`config.mk`:
```
export PLATFORM = sky130hd
export DESIGN_NAME = vld_rdy_arb
export DESIGN_NICKNAME = d
export VERILOG_FILES = /design/src/rtl/vld_rdy_arb.sv
export SDC_FILE = /design/constraint.sdc
export NUM_CORES = 1
export LEC_CHECK = 0
export ABC_CLOCK_PERIOD_IN_PS = 4300
export CORE_MARGIN = 5
export CORE_UTILIZATION = 40
export DETAILED_ROUTE_END_ITERATION = 10
export PLACE_DENSITY = 0.85
export SLEW_MARGIN = 0
export SYNTH_ARGS = -nofsm -noshare
export SYNTH_HDL_FRONTEND = slang
export SYNTH_SLANG_ARGS = --single-unit
```
`constraint.sdc`:
```
create_clock -name clk -period 4.3 [get_ports clk]
set_input_delay 0.86 -clock clk [delete_from_list [all_inputs] [get_ports clk]]
set_output_delay 0.86 -clock clk [all_outputs]
set_load 0.02 [all_outputs]
```
`src/rtl/vld_rdy_arb.sv`:
```
// ---------------------------------------------------------------------------
// vld_rdy_arb
//
// Purpose:
//   N-way arbiter that lets several valid/ready masters share one registered
//   pipeline stage, e.g. DMI access and the abstract-command engine both
//   driving the system-bus port. Grants rotate round-robin. The output
//   register holds one entry, and a payload appears at the output one cycle
//   after it is accepted.
//
// Parameters:
//   N          number of requesters, 2..8
//   DW         payload width per requester
//   IW         width of id_o, must satisfy N <= 2**IW
//   CUT_READY  1: accept only into an empty stage (no rdy_i -> req_rdy_o path)
//              0: also accept on the cycle the stage is popped
//
// Ports:
//   clk         in   clock
//   rst_n       in   asynchronous active-low reset
//   req_vld_i   in   [N]     per-requester valid
//   req_rdy_o   out  [N]     per-requester ready, one-hot or zero
//   req_data_i  in   [N*DW]  packed payloads, requester i at [i*DW +: DW]
//   vld_o       out          output stage valid
//   rdy_i       in           downstream ready
//   data_o      out  [DW]    payload held in the stage
//   id_o        out  [IW]    index of the requester that owns the payload
//
// Configuration macro:
//   VLD_RDY_ARB_FIXED_PRIO_EN  when defined, the lowest valid index always
//                              wins and the rotating pointer is removed.
// ---------------------------------------------------------------------------
module vld_rdy_arb #(
   parameter int N         = 2,
   parameter int DW        = 32,
   parameter int IW        = 1,
   parameter int CUT_READY = 0
) (
   input  logic            clk,
   input  logic            rst_n,
   input  logic [N-1:0]    req_vld_i,
   output logic [N-1:0]    req_rdy_o,
   input  logic [N*DW-1:0] req_data_i,
   output logic            vld_o,
   input  logic            rdy_i,
   output logic [DW-1:0]   data_o,
   output logic [IW-1:0]   id_o
);

   // Reject configurations the id field or the arbiter cannot represent.
   if (N < 2 || N > 8) begin : g_bad_n
      $error("vld_rdy_arb: N must be in 2..8");
   end
   if (N > (1 << IW)) begin : g_bad_iw
      $error("vld_rdy_arb: IW too narrow for N requesters");
   end

   logic            vld_q, vld_d;
   logic [DW-1:0]   data_q, data_d;
   logic [IW-1:0]   id_q, id_d;

   logic [IW-1:0]   ptr;
   logic [N-1:0]    gntOh;
   logic [IW-1:0]   gntIdx;
   logic [DW-1:0]   gntData;
   logic            gntFound;
   int              scanIdx;
   logic            pop;
   logic            push;
   logic            stageRdy;

`ifdef VLD_RDY_ARB_FIXED_PRIO_EN
   // Fixed priority is round-robin with the scan always starting at index 0.
   assign ptr = '0;
`else
   logic [IW-1:0]   ptr_q, ptr_d;
   assign ptr = ptr_q;
`endif

   assign pop = vld_q & rdy_i;

   // CUT_READY=1 breaks the rdy_i -> req_rdy_o combinational path at the
   // cost of a bubble after every transfer.
   if (CUT_READY != 0) begin : g_cut
      assign stageRdy = ~vld_q;
   end else begin : g_pass
      assign stageRdy = ~vld_q | pop;
   end

   // Scan requesters starting at the pointer, wrapping at N, and take the
   // first valid one. The winning payload is selected in the same loop.
   always_comb begin
      gntOh    = '0;
      gntIdx   = '0;
      gntData  = '0;
      gntFound = 1'b0;
      scanIdx  = 0;
      for (int k = 0; k < N; k++) begin
         scanIdx = int'(ptr) + k;
         if (scanIdx >= N) begin
            scanIdx = scanIdx - N;
         end
         if (!gntFound && req_vld_i[scanIdx]) begin
            gntFound        = 1'b1;
            gntOh[scanIdx]  = 1'b1;
            gntIdx          = IW'(scanIdx);
            gntData         = req_data_i[scanIdx*DW +: DW];
         end
      end
   end

   // Ready is held low during reset so nothing is accepted while the stage
   // is being cleared.
   assign req_rdy_o = (rst_n && stageRdy) ? gntOh : '0;
   assign push      = |(req_vld_i & req_rdy_o);

   // A push reloads the stage (even when it is popped in the same cycle);
   // a bare pop only clears valid, leaving data and id untouched.
   always_comb begin
      vld_d  = vld_q;
      data_d = data_q;
      id_d   = id_q;
      if (push) begin
         vld_d  = 1'b1;
         data_d = gntData;
         id_d   = gntIdx;
      end else if (pop) begin
         vld_d  = 1'b0;
      end
   end

   // Output stage register.
   always_ff @(posedge clk or negedge rst_n) begin
      if (!rst_n) begin
         vld_q  <= 1'b0;
         data_q <= '0;
         id_q   <= '0;
      end else begin
         vld_q  <= vld_d;
         data_q <= data_d;
         id_q   <= id_d;
      end
   end

`ifndef VLD_RDY_ARB_FIXED_PRIO_EN
   // The pointer only moves on a push, to the index just after the winner,
   // so a requester that is still waiting keeps its place in the rotation.
   always_comb begin
      ptr_d = ptr_q;
      if (push) begin
         ptr_d = (gntIdx == IW'(N-1)) ? '0 : gntIdx + IW'(1);
      end
   end

   always_ff @(posedge clk or negedge rst_n) begin
      if (!rst_n) begin
         ptr_q <= '0;
      end else begin
         ptr_q <= ptr_d;
      end
   end
`endif

   assign vld_o  = vld_q;
   assign data_o = data_q;
   assign id_o   = id_q;

endmodule

```
## After elaboration in Yosys (flattened, before gate mapping)

Index checks and enable logic that the tools add are counted.

| storage, ports and cells | value |
|---|---|
| register bits | 35 |
| output and inout port bits | 36 |
| bits of input ports | 69 |
| word-level logic and storage cells | 51 |

| operators by class | value |
|---|---|
| shift operators | 2 |
| magnitude comparators | 6 |
| add/subtract/negate cells | 4 |
| reduce and logical (&&, ||, !) cells | 7 |
| multiplexer cells | 23 |
| bitwise gates (word level) | 5 |

Operators with widths:

| kind | count |
|---|---|
| $mux W32 | 4 |
| $shiftx A64 B32 Y32 | 2 |
| $ge A32 B1 Y1 const B | 2 |
| $lt A32 B3 Y1 const B | 2 |
| $mux W1 | 14 |
| $mux W2 | 3 |
| $logic_and A1 B1 Y1 | 4 |
| $sub A1 B2 Y3 const B | 1 |
| $sub A2 B2 Y3 const B | 1 |
| $add A1 B1 Y2 const B | 1 |
| $and A2 B2 Y2 | 1 |
| $demux W1 S1 | 2 |
| $ge A1 B2 Y1 const B | 1 |
| $ge A2 B2 Y1 const B | 1 |
| $or A2 B2 Y2 | 1 |
| $reduce_bool A2 Y1 | 1 |
| $reduce_or A2 Y1 | 1 |
| $add A1 B1 Y1 const B | 1 |
| $and A1 B1 Y1 | 1 |
| $logic_not A1 Y1 | 1 |
| $not A1 Y1 | 1 |
| $or A1 B1 Y1 | 1 |

## Logic depth before layout (Yosys ltp)

| logic depth | value |
|---|---|
| depth in word-level cells | 13 |
| mapped depth | 5 |

## Worst setup path after synthesis

Ideal clock, no wire load.

| path | value |
|---|---|
| path type | input to output |
| from | input req_vld_i[1] |
| to | output req_rdy_o[0] |
| data arrival time | 1.715 ns |
| path slack | 1.725 ns |
| buffers on the path | 2 |
| stages | 4 |
| cell sequence | buf_2 a21boi_2 buf_2 and3_1 |

| between the ends | value |
|---|---|
| longest elaborated chain between the ends | 8 |
| elaborated cells on any way between the ends | 13 |
| those cells by class | mux (10); bitwise (1); reduce/logical (2) |

Ends and longest elaborated chain:

| what | line | text |
|---|---|---|
| start, declared | 41 | `input logic [N-1:0] req_vld_i,` |
| $mux W1 (not written as such) (3 in a row) | 103 | `if (!gntFound && req_vld_i[scanIdx]) begin` |
| $mux W1 | 103 |  |
| $logic_not A1 Y1 | 103 |  |
| $logic_and A1 B1 Y1 | 103 |  |
| $mux W2 * | 103 |  |
| $mux W2 * | 114 | `assign req_rdy_o = (rst_n && stageRdy) ? gntOh : '0;` |
| end, declared | 42 | `output logic [N-1:0] req_rdy_o,` |

Every way passes the cells marked *; elsewhere a longest branch is shown, timed or not. The select of a mux whose other input is x is not followed.

## Worst setup path after layout

Ends and elaborated chain as after synthesis.

==> key figures <==
Timing
  • Final Max Tran Viols: 0
  • Worst Skew: 0.002811 ns
  • Setup TNS: 0 ns
  • Endpoints failing hold: 0
  • Tmin final: 3.515 ns
  • Fmax: 0.2845 GHz
  • Final period utilization: 81.74%
  • Final worst setup slack: 0.7852 ns
  • RSZ-0062 raised after global routing: no
  • Least-Margin Pin Slew: 0.6019 ns
  • Slew margin rel.: 59.75%
  • Final setup fails: 0

Power
  • Clock network power share: 21.2%
  • Worst VDD drop: 223.9 uV
  • Register share of total power: 37.0%
  • P per Cell Area: 418.5 mW/mm2
  • P_sw: 0.3744 mW
  • Sw Share: 31.02%
  • Tot Pwr: 1.207 mW
  • Internal Power: 0.8326 mW
  • P_leak: 1.174 nW
  • Comb pwr share: 41.9%

Placement
  • I/O Buffers: 104
  • Dpl hpwl: 3718 um
  • Pre-CTS setup slack: 0.7971 ns
  • RD Place Congestion: 0.8262
  • Post-DP Area: 0.002784 mm2
  • Placed cell count: 273

Clocking
  • Root Driver: clkbuf_8
  • CTS tree: built
  • Worst-Skew Late Latency: 0.28 ns
  • CTS resizes: 0
  • Clk sinks: 35
  • H-tree depth: 2
  • Setup bufs post-CTS: 0
  • TritonCTS Buffers: 5
  • Clock transition at path regs: 0.07 ns
  • Post-CTS Hold Fix Bufs: 0
  • Clock buffer depth: 2

Yosys
  • Seq/Total Area, Yosys: 50.14%
  • Yosys top cell by area: dfrtp_1
  • Syn Nets: 195
  • Synth cell types: 16
  • Mapped cell area: 0.001747 mm2
  • Top cells by area, synth: dfrtp_1 (50%), mux2_2 (21%), a32o_1 (18%)
  • Register bit total from synthesis: 35
  • Cells after Synth: 126
  • Yosys top cell area share: 50.14%
  • Avg Cell Area, Syn: 13.86 um2
  • Yosys warnings: 0

Worst setup path
  • Startpoint types: input port
  • R2R cell count: 4
  • Worst R2R End: data_o[19]
  • Critical Path RT: 3.44 ns
  • R2r setup slk: 2.73 ns
  • CP Class: input port to output pin
  • Arrival @ worst endpoint: 2.65 ns
  • Crit path from: req_vld_i[1]
  • CP max FO: 17
  • Worst Setup EP: req_rdy_o[0]
  • Critical Path End Type: output pin
  • Reg2Reg Launch Point: vld_o

Cells and area
  • Final-stage net count: 297
  • Antenna Cells: 0
  • Share of cells above drive strength 1: 20.52%
  • Finished Layout Cells: 281
  • Design area: 0.002884 mm2
  • Syn-to-layout area delta: 65.11%

Routing
  • Via/cell ratio: 5.434
  • Detailed Route Iter0 Violations: 87
  • Total number of vias: 1527
  • Drt pass-1 iters: 4
  • DRC violations left: 0
  • DRT antenna net count: 0
  • Drt total wl: 5101 um
  • WL per Instance: 18.15 um

Outcome
  • Status: finished clean

Global route
  • Initial antenna violation count: 0
  • GRT Residual Overflow: 0
  • Vias in the first global route: 1678
  • Global-route wire length before repair: 8562 um
  • Largest net degree at the start of global routing: 34
  • Total GRT Usage: 18.16%

Floorplan
  • Cell row count: 24
  • Die X: 76.08 um
  • Die Ht: 76.08 um
  • Core area: 0.004294 mm2
  • Ports: 105
  • Initial core utilization: 40.68%
  • Die area: 0.005788 mm2

Run
  • Max_cap viols: 0

Hold path
  • Worst Hold Class: input port to asynchronous set/reset pin
==> cell families after synthesis <==
kind of cell,share of synthesized area [%]
buf+inv,6.519
simple gates,2.220
mux,20.63
compound gates,20.49
flops,50.14
==> cell usage in the layout (no fill, tap or decap) <==
cell type,n
nand3_1,1
nand2_1,3
clkdlybuf4s50_1,103
o211ai_4,1
inv_1,1
a21oi_1,1
clkbuf_1,1
dfrtp_1,35
clkbuf_8,7
a21boi_2,1
nor2_1,1
a32o_1,32
buf_2,1
buf_4,5
mux2_2,32
nand2b_1,2
and3_1,1
o2bb2ai_1,1
==> power by group through the flow <==
| stage | Clock (mW) | Sequential, mW | Combinational, mW |
|---|---|---|---|
| 2_1_floorplan | 0 | 0.545 | 0.166 |
| 3_3_place_gp | 0 | 0.448 | 0.505 |
| 3_5_place_dp | 0 | 0.452 | 0.510 |
| 4_1_cts | 0.263 | 0.447 | 0.512 |
| 5_1_grt | 0.280 | 0.457 | 0.537 |
| 6_report | 0.255 | 0.446 | 0.506 |
==> cells in the mapped netlist (all sizes together) <==
cell type  instances
dfrtp             35
a32o              32
mux2              32
buf               11
clkbuf             3
nand2              3
nand2b             2
a21boi             1
a21oi              1
and3               1
inv                1
nand3              1
nor2               1
o211ai             1
o2bb2ai            1
==> state kept, by name, summed over array words and instances (netlist names) <==
| name | cells |
|---|---|
| data_o | 32 |
| id_o | 1 |
| ptr | 1 |
| vld_o | 1 |
==> routing by layer <==
layer / track usage (%) / up-vias / part of all wire (%)
met1: 22.78 / 726 / 42
met5: 0 / - / 0
met4: 7.517 / 0 / 2.7
met2: 28.42 / 83 / 46
met3: 6.265 / 12 / 9.0
li1: - / 706 / -
==> how the worst min path moves through the flow <==
| stage | from | to | slack (ns) | cells after the start |
|---|---|---|---|---|
| after floorplan | ptr | ptr | 0.49 | 1 |
| after global placement | data_o[28] | data_o[28] | 0.49 | 1 |
| after detailed placement | data_o[2] | data_o[2] | 0.49 | 1 |
| after CTS | rst_n | id_o | 0.39 | 1 |
| after global routing | rst_n | data_o[25] | 0.39 | 1 |
| final | rst_n | id_o | 0.40 | 1 |
==> critical path, cell delays in order <==
cell,delay (ns)
clkdlybuf4s50_1,0.72
a21boi_2,0.26
and3_1,0.20
clkdlybuf4s50_1,0.61
==> final cells by class <==
| class | count | area (um2) |
|---|---|---|
| Multi-Input combinational cell | 76 | 765.7 |
| Clock buffer | 8 | 100.1 |
| Tap cell | 52 | 65.06 |
| Fill cell | 345 | 1410 |
| Timing Repair Buffer | 109 | 1074 |
| Sequential cell | 35 | 875.8 |
| Inverter | 1 | 3.754 |
==> metrics by stage <==
stage / hold slack [ns] / util, %
2_1_floorplan: 0.4924 / -
3_5_place_dp: 0.4917 / 64.83
4_1_cts: 0.3912 / 67.16
6_report: 0.3988 / 67.16
5_1_grt: 0.3927 / 67.16
3_3_place_gp: 0.4858 / 64.83
(Power assumes the default switching activity.)
